--- src/rtl/cc_punct_enc_if.sv ---
// Byte-in / bit-out stream bundle for the convolutional encoder + puncturer.
// The master drives bytes in and accepts coded bits; the slave is the encoder.
interface cc_punct_enc_if;
   logic [1:0] rate;
   logic [7:0] in_data;
   logic       in_valid;
   logic       in_sop;
   logic       in_eop;
   logic       in_ready;
   logic       out_bit;
   logic       out_valid;
   logic       out_sop;
   logic       out_eop;
   logic       out_ready;

   modport master (
      output rate, in_data, in_valid, in_sop, in_eop, out_ready,
      input  in_ready, out_bit, out_valid, out_sop, out_eop
   );

   modport slave (
      input  rate, in_data, in_valid, in_sop, in_eop, out_ready,
      output in_ready, out_bit, out_valid, out_sop, out_eop
   );
endinterface

--- src/rtl/cc_punct_enc.sv ---
// K=7 rate-1/2 convolutional encoder with 1/2, 2/3, 3/4, 5/6 puncturing.
// Bytes enter MSB first; one coded bit leaves per accepted output beat.
module cc_punct_enc #(
   parameter logic [6:0] G1 = 7'o171,
   parameter logic [6:0] G2 = 7'o133
) (
   input  logic          clk,
   input  logic          reset_n,
   cc_punct_enc_if.slave bus
);

   typedef enum logic [1:0] {IDLE, EMIT_X, EMIT_Y} state_t;

   state_t     r_state;
   logic [7:0] r_byte;
   logic [2:0] r_idx;
   logic [5:0] r_sr;   // r_sr[5] = sr1 (newest) ... r_sr[0] = sr6 (oldest)
   logic [2:0] r_p;
   logic [1:0] r_rate;
   logic       r_eop_byte;
   logic       r_out_bit;
   logic       r_out_valid;
   logic       r_out_sop;
   logic       r_out_eop;

   function automatic logic [2:0] period(input logic [1:0] rt);
      case (rt)
         2'b00:   return 3'd1;
         2'b01:   return 3'd2;
         2'b10:   return 3'd3;
         default: return 3'd5;
      endcase
   endfunction

   function automatic logic mask_x(input logic [1:0] rt, input logic [2:0] p);
      case (rt)
         2'b00:   return 1'b1;
         2'b01:   return p == 3'd0;
         2'b10:   return p != 3'd1;
         default: return !p[0];
      endcase
   endfunction

   function automatic logic mask_y(input logic [1:0] rt, input logic [2:0] p);
      case (rt)
         2'b00, 2'b01: return 1'b1;
         2'b10:        return p != 3'd2;
         default:      return (p != 3'd2) && (p != 3'd4);
      endcase
   endfunction

   function automatic logic code_bit(input logic u, input logic [5:0] sr, input logic [6:0] g);
      return ^({u, sr} & g);
   endfunction

   logic       w_u_cur;
   logic       w_out_acc;
   logic       w_adv;
   logic       w_in_ready;
   logic       w_load;
   logic [5:0] w_sr_adv;
   logic [2:0] w_p_adv;
   logic [5:0] w_sr_base;
   logic [2:0] w_p_base;
   logic       w_st_u;
   logic [5:0] w_st_sr;
   logic [2:0] w_st_p;
   logic [1:0] w_st_rate;
   logic [2:0] w_st_idx;
   logic       w_st_eopb;
   logic       w_st_x;
   logic       w_st_bit;
   logic       w_st_eop;

   assign w_u_cur    = r_byte[r_idx];
   assign w_out_acc  = r_out_valid & bus.out_ready;
   assign w_adv      = w_out_acc & ((r_state == EMIT_Y) |
                                    ((r_state == EMIT_X) & !mask_y(r_rate, r_p)));
   assign w_in_ready = (r_state == IDLE) | (w_adv & (r_idx == 3'd0));
   assign w_load     = bus.in_valid & w_in_ready;
   assign w_sr_adv   = {w_u_cur, r_sr[5:1]};
   assign w_p_adv    = (r_p == 3'(period(r_rate) - 3'd1)) ? 3'd0 : 3'(r_p + 3'd1);

   // Context of the next bit to emit: either a freshly loaded byte (whose sr/p
   // already reflect the byte just finishing) or the next bit of the held byte.
   always_comb begin
      w_sr_base = (r_state == IDLE) ? r_sr : w_sr_adv;
      w_p_base  = (r_state == IDLE) ? r_p  : w_p_adv;
      w_st_u    = r_byte[3'(r_idx - 3'd1)];
      w_st_sr   = w_sr_adv;
      w_st_p    = w_p_adv;
      w_st_rate = r_rate;
      w_st_idx  = 3'(r_idx - 3'd1);
      w_st_eopb = r_eop_byte;
      if (w_load) begin
         w_st_u    = bus.in_data[7];
         w_st_sr   = bus.in_sop ? '0 : w_sr_base;
         w_st_p    = bus.in_sop ? '0 : w_p_base;
         w_st_rate = bus.in_sop ? bus.rate : r_rate;
         w_st_idx  = 3'd7;
         w_st_eopb = bus.in_eop;
      end
      w_st_x   = mask_x(w_st_rate, w_st_p);
      w_st_bit = code_bit(w_st_u, w_st_sr, w_st_x ? G1 : G2);
      w_st_eop = w_st_eopb & (w_st_idx == 3'd0) & !(w_st_x & mask_y(w_st_rate, w_st_p));
   end

   always_ff @(posedge clk or negedge reset_n) begin
      if (!reset_n) begin
         r_state     <= IDLE;
         r_byte      <= '0;
         r_idx       <= '0;
         r_sr        <= '0;
         r_p         <= '0;
         r_rate      <= '0;
         r_eop_byte  <= 1'b0;
         r_out_bit   <= 1'b0;
         r_out_valid <= 1'b0;
         r_out_sop   <= 1'b0;
         r_out_eop   <= 1'b0;
      end else if (w_load) begin
         r_state     <= w_st_x ? EMIT_X : EMIT_Y;
         r_byte      <= bus.in_data;
         r_idx       <= w_st_idx;
         r_sr        <= w_st_sr;
         r_p         <= w_st_p;
         r_rate      <= w_st_rate;
         r_eop_byte  <= bus.in_eop;
         r_out_bit   <= w_st_bit;
         r_out_valid <= 1'b1;
         r_out_sop   <= bus.in_sop;
         r_out_eop   <= w_st_eop;
      end else if (w_adv && r_idx != 3'd0) begin
         r_state   <= w_st_x ? EMIT_X : EMIT_Y;
         r_idx     <= w_st_idx;
         r_sr      <= w_st_sr;
         r_p       <= w_st_p;
         r_out_bit <= w_st_bit;
         r_out_sop <= 1'b0;
         r_out_eop <= w_st_eop;
      end else if (w_adv) begin
         r_state     <= IDLE;
         r_sr        <= w_sr_adv;
         r_p         <= w_p_adv;
         r_out_bit   <= 1'b0;
         r_out_valid <= 1'b0;
         r_out_sop   <= 1'b0;
         r_out_eop   <= 1'b0;
      end else if (r_state == EMIT_X && w_out_acc) begin
         r_state   <= EMIT_Y;
         r_out_bit <= code_bit(w_u_cur, r_sr, G2);
         r_out_sop <= 1'b0;
         r_out_eop <= r_eop_byte & (r_idx == 3'd0);
      end
   end

   assign bus.in_ready  = w_in_ready;
   assign bus.out_bit   = r_out_bit;
   assign bus.out_valid = r_out_valid;
   assign bus.out_sop   = r_out_sop;
   assign bus.out_eop   = r_out_eop;

endmodule

--- src/flat_wrapper.sv ---
// flat-port wrapper written by rule: the top's interface ports become plain ports
module cc_punct_enc_flat 
#(
   parameter logic [6:0] G1 = 7'o171,
   parameter logic [6:0] G2 = 7'o133
)
  (clk, reset_n, bus_rate, bus_in_data, bus_in_valid, bus_in_sop, bus_in_eop, bus_out_ready, bus_in_ready, bus_out_bit, bus_out_valid, bus_out_sop, bus_out_eop);
  cc_punct_enc_if bus_i ();
  input  logic clk;
  input  logic reset_n;
  input wire logic [$bits(bus_i.rate)-1:0] bus_rate;
  input wire logic [$bits(bus_i.in_data)-1:0] bus_in_data;
  input wire logic [$bits(bus_i.in_valid)-1:0] bus_in_valid;
  input wire logic [$bits(bus_i.in_sop)-1:0] bus_in_sop;
  input wire logic [$bits(bus_i.in_eop)-1:0] bus_in_eop;
  input wire logic [$bits(bus_i.out_ready)-1:0] bus_out_ready;
  output wire logic [$bits(bus_i.in_ready)-1:0] bus_in_ready;
  output wire logic [$bits(bus_i.out_bit)-1:0] bus_out_bit;
  output wire logic [$bits(bus_i.out_valid)-1:0] bus_out_valid;
  output wire logic [$bits(bus_i.out_sop)-1:0] bus_out_sop;
  output wire logic [$bits(bus_i.out_eop)-1:0] bus_out_eop;
  assign bus_i.rate = bus_rate;
  assign bus_i.in_data = bus_in_data;
  assign bus_i.in_valid = bus_in_valid;
  assign bus_i.in_sop = bus_in_sop;
  assign bus_i.in_eop = bus_in_eop;
  assign bus_i.out_ready = bus_out_ready;
  assign bus_in_ready = bus_i.in_ready;
  assign bus_out_bit = bus_i.out_bit;
  assign bus_out_valid = bus_i.out_valid;
  assign bus_out_sop = bus_i.out_sop;
  assign bus_out_eop = bus_i.out_eop;
  cc_punct_enc #(.G1(G1), .G2(G2)) u_core (.clk(clk), .reset_n(reset_n), .bus(bus_i));
endmodule
--- config.mk ---
export PLATFORM = sky130hd
export DESIGN_NAME = cc_punct_enc_flat
export DESIGN_NICKNAME = d
export VERILOG_FILES = /design/src/rtl/cc_punct_enc_if.sv /design/src/rtl/cc_punct_enc.sv /design/src/flat_wrapper.sv
export SDC_FILE = /design/constraint.sdc
export NUM_CORES = 1
export LEC_CHECK = 0
export BUFFER_PORTS_ARGS = -buffer_cell sky130_fd_sc_hd__buf_4
export CELL_PAD_IN_SITES_DETAIL_PLACEMENT = 0
export CELL_PAD_IN_SITES_GLOBAL_PLACEMENT = 2
export CORE_ASPECT_RATIO = 1.75
export CORE_UTILIZATION = 41
export CTS_BUF_LIST = sky130_fd_sc_hd__clkbuf_8
export DETAILED_ROUTE_END_ITERATION = 10
export PLACE_DENSITY_LB_ADDON = 0.1
export SYNTH_ARGS = -nofsm -noshare
export SYNTH_HDL_FRONTEND = slang
export SYNTH_SLANG_ARGS = --single-unit
--- constraint.sdc ---
create_clock -name clk -period 7.1 [get_ports clk]
set_clock_uncertainty 0.1 [all_clocks]
set_input_delay 0.71 -clock clk [delete_from_list [all_inputs] [get_ports clk]]
set_output_delay 0.71 -clock clk [all_outputs]
set_load 0.005 [all_outputs]
Word level (Yosys, flattened, before mapping)

Cells that the tools add are included.
W data, S select, Z words.

Register bits after elaboration: 29
Input bits: 16

Add/sub/neg operators: 3
Magnitude comparators: 2
Equal/unequal tests: 13
Multiplexer cells: 49
Bitwise operators: 12
Reductions and logical operators: 23

Operator list:

| cell                  | number |
|---|---|
| $mux W6               | 7 |
| $mux W3               | 10 |
| $mux W1               | 19 |
| $mux W2               | 7 |
| $reduce_xor A7 Y1     | 2 |
| $and A1 B1 Y1         | 9 |
| $logic_not A3 Y1      | 3 |
| $pmux W3 S3           | 1 |
| $lt A3 B4 Y1 const B  | 2 |
| $and A7 B7 Y7         | 1 |
| $bmux W1 S3           | 2 |
| $eq A2 B1 Y1 const B  | 3 |
| $eq A2 B2 Y1 const B  | 3 |
| $logic_not A2 Y1      | 3 |
| $ne A3 B2 Y1 const B  | 2 |
| $ne A3 B3 Y1 const B  | 2 |
| $reduce_bool A3 Y1    | 2 |
| $sub A3 B1 Y3 const B | 2 |
| $logic_and A1 B1 Y1   | 4 |
| $pmux W1 S2           | 2 |
| $reduce_bool A2 Y1    | 2 |
| $reduce_bool A4 Y1    | 1 |
| $reduce_or A2 Y1      | 2 |
| $add A3 B1 Y3 const B | 1 |
| other kinds (7)       | 10 |

Longest topological paths before layout

Depth after elaboration: 19
Mapped depth: 12

Worst setup path after synthesis

Ideal clock, no wire load.

Kind: register to register
Start point: register u_core.r_idx[0]
End point: register u_core.r_out_bit (netlist: u_core.bus.out_bit)
Library setup time: 0.134 ns
Arrival time: 2.473 ns
Required time: 6.866 ns
Path slack: 4.393 ns
Cell stages (with the launch flop): 12
Path buffers: 1
Cell sequence: dfrtp_1 -> buf_2 -> inv_1 -> ha_1 -> nand4b_4 -> a211o_1 -> a21oi_4 -> a21oi_1 -> and4_1 -> or4_4 -> o2111ai_1 -> o211ai_2

Word-level cells in the longest chain between the ends: 12
Elaborated cells on any way between the ends: 33
Those cells by class: 1 x add/sub; 3 x eq/ne; 16 x mux; 4 x bitwise; 9 x reduce/logical

Ends and longest elaborated chain:

| element                                   | line                | source |
|---|---|---|
| from (decl)                               | cc_punct_enc.sv:16  | `logic [2:0] r_idx;` |
| from (signal assigned)                    | cc_punct_enc.sv:124 | `r_idx <= w_st_idx;` |
| from (signal assigned)                    | cc_punct_enc.sv:135 | `r_idx <= w_st_idx;` |
| $logic_not A3 Y1                          | cc_punct_enc.sv:79  | `assign w_in_ready = (r_state == IDLE) \| (w_adv & (r_idx == 3'd0));` |
| $and A1 B1 Y1                             | cc_punct_enc.sv:79  |  |
| $or A1 B1 Y1                              | cc_punct_enc.sv:79  |  |
| $and A1 B1 Y1                             | cc_punct_enc.sv:80  | `assign w_load = bus.in_valid & w_in_ready;` |
| $mux W3 / $mux W2 (equally long branches) | cc_punct_enc.sv:95  | `if (w_load) begin` |
| $ne A3 B1 Y1 (tied with other cells)      | cc_punct_enc.sv:39  | `2'b10: return p != 3'd1;` |
| $pmux W1 S3                               | cc_punct_enc.sv:36  | `case (rt)` |
| $mux W6                                   | cc_punct_enc.sv:104 | `w_st_bit = code_bit(w_st_u, w_st_sr, w_st_x ? G1 : G2);` |
| $and A7 B7 Y7                             | cc_punct_enc.sv:53  | `return ^({u, sr} & g);` |
| $reduce_xor A7 Y1                         | cc_punct_enc.sv:53  |  |
| $mux W1                                   | cc_punct_enc.sv:133 | `end else if (w_adv && r_idx != 3'd0) begin` |
| $mux W1                                   | cc_punct_enc.sv:121 | `end else if (w_load) begin` |
| to (signal assigned)                      | cc_punct_enc.sv:129 | `r_out_bit <= w_st_bit;` |
| to (signal assigned)                      | cc_punct_enc.sv:138 | `r_out_bit <= w_st_bit;` |
| to (signal assigned)                      | cc_punct_enc.sv:151 | `r_out_bit <= code_bit(w_u_cur, r_sr, G2);` |
| to (decl)                                 | cc_punct_enc.sv:21  | `logic r_out_bit;` |

Parallel ways exist; a longest one is shown, timed or not. The select of a mux whose other input is x is not followed.
A chain may end at the register's enable or synchronous reset.

Worst setup path in the final report

Same ends and word-level chain as after synthesis.

==> reports/metrics.csv <==
metric;value;unit
Tot GR Track Use;21.7;%
wire length of the first global-routing pass;8760;um
Congestion Overflow GR;0;
final cell count without fillers;298;
minimum period implied by the final worst setup slack;3320;ps
drt wl/cell;17.2;um
CP Data Required Time;7160;ps
number of pins exceeding their max-slew limit in the final report;0;
hold bufs inserted after CTS;0;
synthesized cell area;0.00204;mm2
post-synthesis average cell area;8.92;um2
Ports;21;
clock-pin slew of the registers on the worst-case setup and hold paths;70;ps
commonest non-fill, non-tap cell in the layout;sky130_fd_sc_hd__nand2_1;
y dimension of the die;95.4;um
Unique masters post-synth;58;
number of input and output port buffers inserted;20;
area used by multi-input combinational logic;0.00122;mm2
placeable core area;0.00475;mm2
TritonCTS clock tree;yes;
Max-Slew Margin vs Limit;36.3;%
Avg Vias per Cell;5.88;
maximum fanout count along the critical path;19;
Filler Cell Count;468;
clock latency on the worst-skew pair;290;ps
final core utilization;48.2;%
CTS Sinks;29;
proportion of synthesized flip-flops having asynchronous set or reset;100;%
unrepaired setup endpoints after global routing;no;
Cell Pwr Density;493;mW/mm2
type of destination of the critical path;register;
initial standard-cell utilization of the core;43.0;%
outcome;complete, no violations;
Startpoint Class;register;
clk buf depth;2;
number of enable flip-flop cells after synthesis;0;
worst IR drop on VDD;0.228;mV
count of vias placed by the detailed router;1752;
total leakage power;1.01;nW
Mapped Nets;250;
number of antenna repair diodes;0;
Final Cell Area;0.00229;mm2
number of instances in the synthesized netlist;229;
number of warning messages in the yosys log;0;
Syn-to-layout area delta;12.0;%
pin slew with the least headroom to its limit;951;ps
Max-cap violations;0;
antenna violations before repair;0;
number of failing hold endpoints at the final stage;0;
Detailed Route Iter0 Violations;68;
site row count;33;
Crit Path Category;register to register;
overall routed net length;5120;um
share of synthesized area occupied by flip-flops and latches;35.5;%
share of the clock period used by the worst path;46.8;%
predominant post-synthesis flop cell;sky130_fd_sc_hd__dfrtp_1;
overall power consumption;1.13;mW
minimum setup slack after placement;3640;ps
final weighted congestion of routability-driven global placement;0.802;
total placed instance area;0.00220;mm2
clock buffer count from CTS;5;
setup bufs post-CTS;0;
Resized cells post-CTS;0;
detailed-routing iteration count for the pre-antenna-repair pass;4;
Max Clock Freq;301;MHz
type of the tightest min-delay check;primary input to async pin;
register bit count reported by yosys;29;
number of placed cells counting well taps;290;
H-Tree Level Count;2;
HPWL Detailed;3970;um
largest net degree at the start of global routing;30;
final layout net count;266;
Arrival @ worst endpoint;3390;ps
number of global-route vias before repair;1876;
worst hold slack across all endpoints;242;ps
endpoints failing setup;0;
leading cell types in the layout, fill and taps excluded;46 x sky130_fd_sc_hd__nand2_1, 29 x sky130_fd_sc_hd__dfrtp_1, 20 x sky130_fd_sc_hd__buf_4;
Post-DRT Antenna Nets;0;
worst setup margin;3780;ps
remaining routing DRC violations;0;
Die Area;0.00528;mm2
die width;55.3;um
fraction of final layout cells sized beyond drive strength 1;19.9;%
setup tns final;0;ps
CTS Root Cell;sky130_fd_sc_hd__clkbuf_8;
sequential cell area in the final layout;726;um2
[state kept, by name (all words and copies together) (netlist names)]
signal	count
u_core.bus.out_valid	1
u_core.bus.out_eop	1
u_core.bus.out_sop	1
u_core.r_state	2
u_core.r_idx	3
u_core.r_p	3
u_core.bus.out_bit	1
u_core.r_eop_byte	1
u_core.r_byte	8
u_core.r_rate	2
u_core.r_sr	6
[cell type report]
type	instances	share of cell area, %
inverters	11	1.81
multi-input cells	178	53.3
clock buffers	5	3.01
repair buffers	20	6.56
clock inverters	3	0.766
well taps	52	2.84
flip-flops and latches	29	31.7
[critical path, cell delays in order, from the launching register on]
cell,delay (ps)
sky130_fd_sc_hd__dfrtp_1,530
sky130_fd_sc_hd__inv_1,110
sky130_fd_sc_hd__ha_1,260
sky130_fd_sc_hd__nand4b_4,120
sky130_fd_sc_hd__a21oi_1,120
sky130_fd_sc_hd__o21ai_2,670
sky130_fd_sc_hd__o21bai_2,250
sky130_fd_sc_hd__and4_1,280
sky130_fd_sc_hd__or4_4,520
sky130_fd_sc_hd__o2111ai_1,140
sky130_fd_sc_hd__o211ai_2,100
[worst paths after layout]
check / startpoint / end / slack [ps] / cells past startpoint
min in group clk: u_core.r_byte[1] / u_core.r_byte[1] / 400 / 2
hold / removal: reset_n / u_core.r_sr[1] / 240 / 1
max in group asynchronous: reset_n / u_core.r_eop_byte / 6370 / 1
setup reg to reg: u_core.r_idx[0] / u_core.bus.out_bit / 3780 / 10
setup / recovery: u_core.r_idx[0] / u_core.bus.out_bit / 3780 / 10
hold reg to reg: u_core.r_byte[1] / u_core.r_byte[1] / 400 / 2
[cells by family after synthesis]
group / count (synthesis) / synth area share, %
AOI/OAI and AO/OA: 59 / 22.1
adders and majority gates: 5 / 3.06
xor gates and xnor gates: 8 / 3.43
DFF: 29 / 35.5
muxes: 11 / 8.03
buffers and inverters: 22 / 4.78
and+or+nand+nor: 95 / 23.1
[layer usage]
layer	share of wire, %	vias to the layer above	global-route usage [%]
li1	-	860	-
met1	37	863	21.5
met2	58	19	43.1
met3	2.3	10	4.21
met4	2.2	0	9.17
met5	0	-	0
[power breakdown]
group | internal [mW] | total, mW | switching, mW
Combinational | 0.307 | 0.639 | 0.332
Clock | 0.0675 | 0.135 | 0.0676
Sequential | 0.241 | 0.354 | 0.113
[synthesized netlist by cell type, drive strengths merged (5+ instances only)]
cell type / instances / area share, %
o22ai: 5 / 1.5
o21ai: 13 / 3.4
buf: 6 / 1.8
clkbuf: 5 / 0.92
nand2b: 5 / 1.5
ha: 5 / 3.1
nor3: 10 / 2.5
nand2: 46 / 8.5
inv: 11 / 2.0
xnor2: 5 / 2.1
a21oi: 8 / 2.5
dfrtp: 29 / 36
nor2: 15 / 2.8
Note: power is estimated with default switching activity, not from simulation.
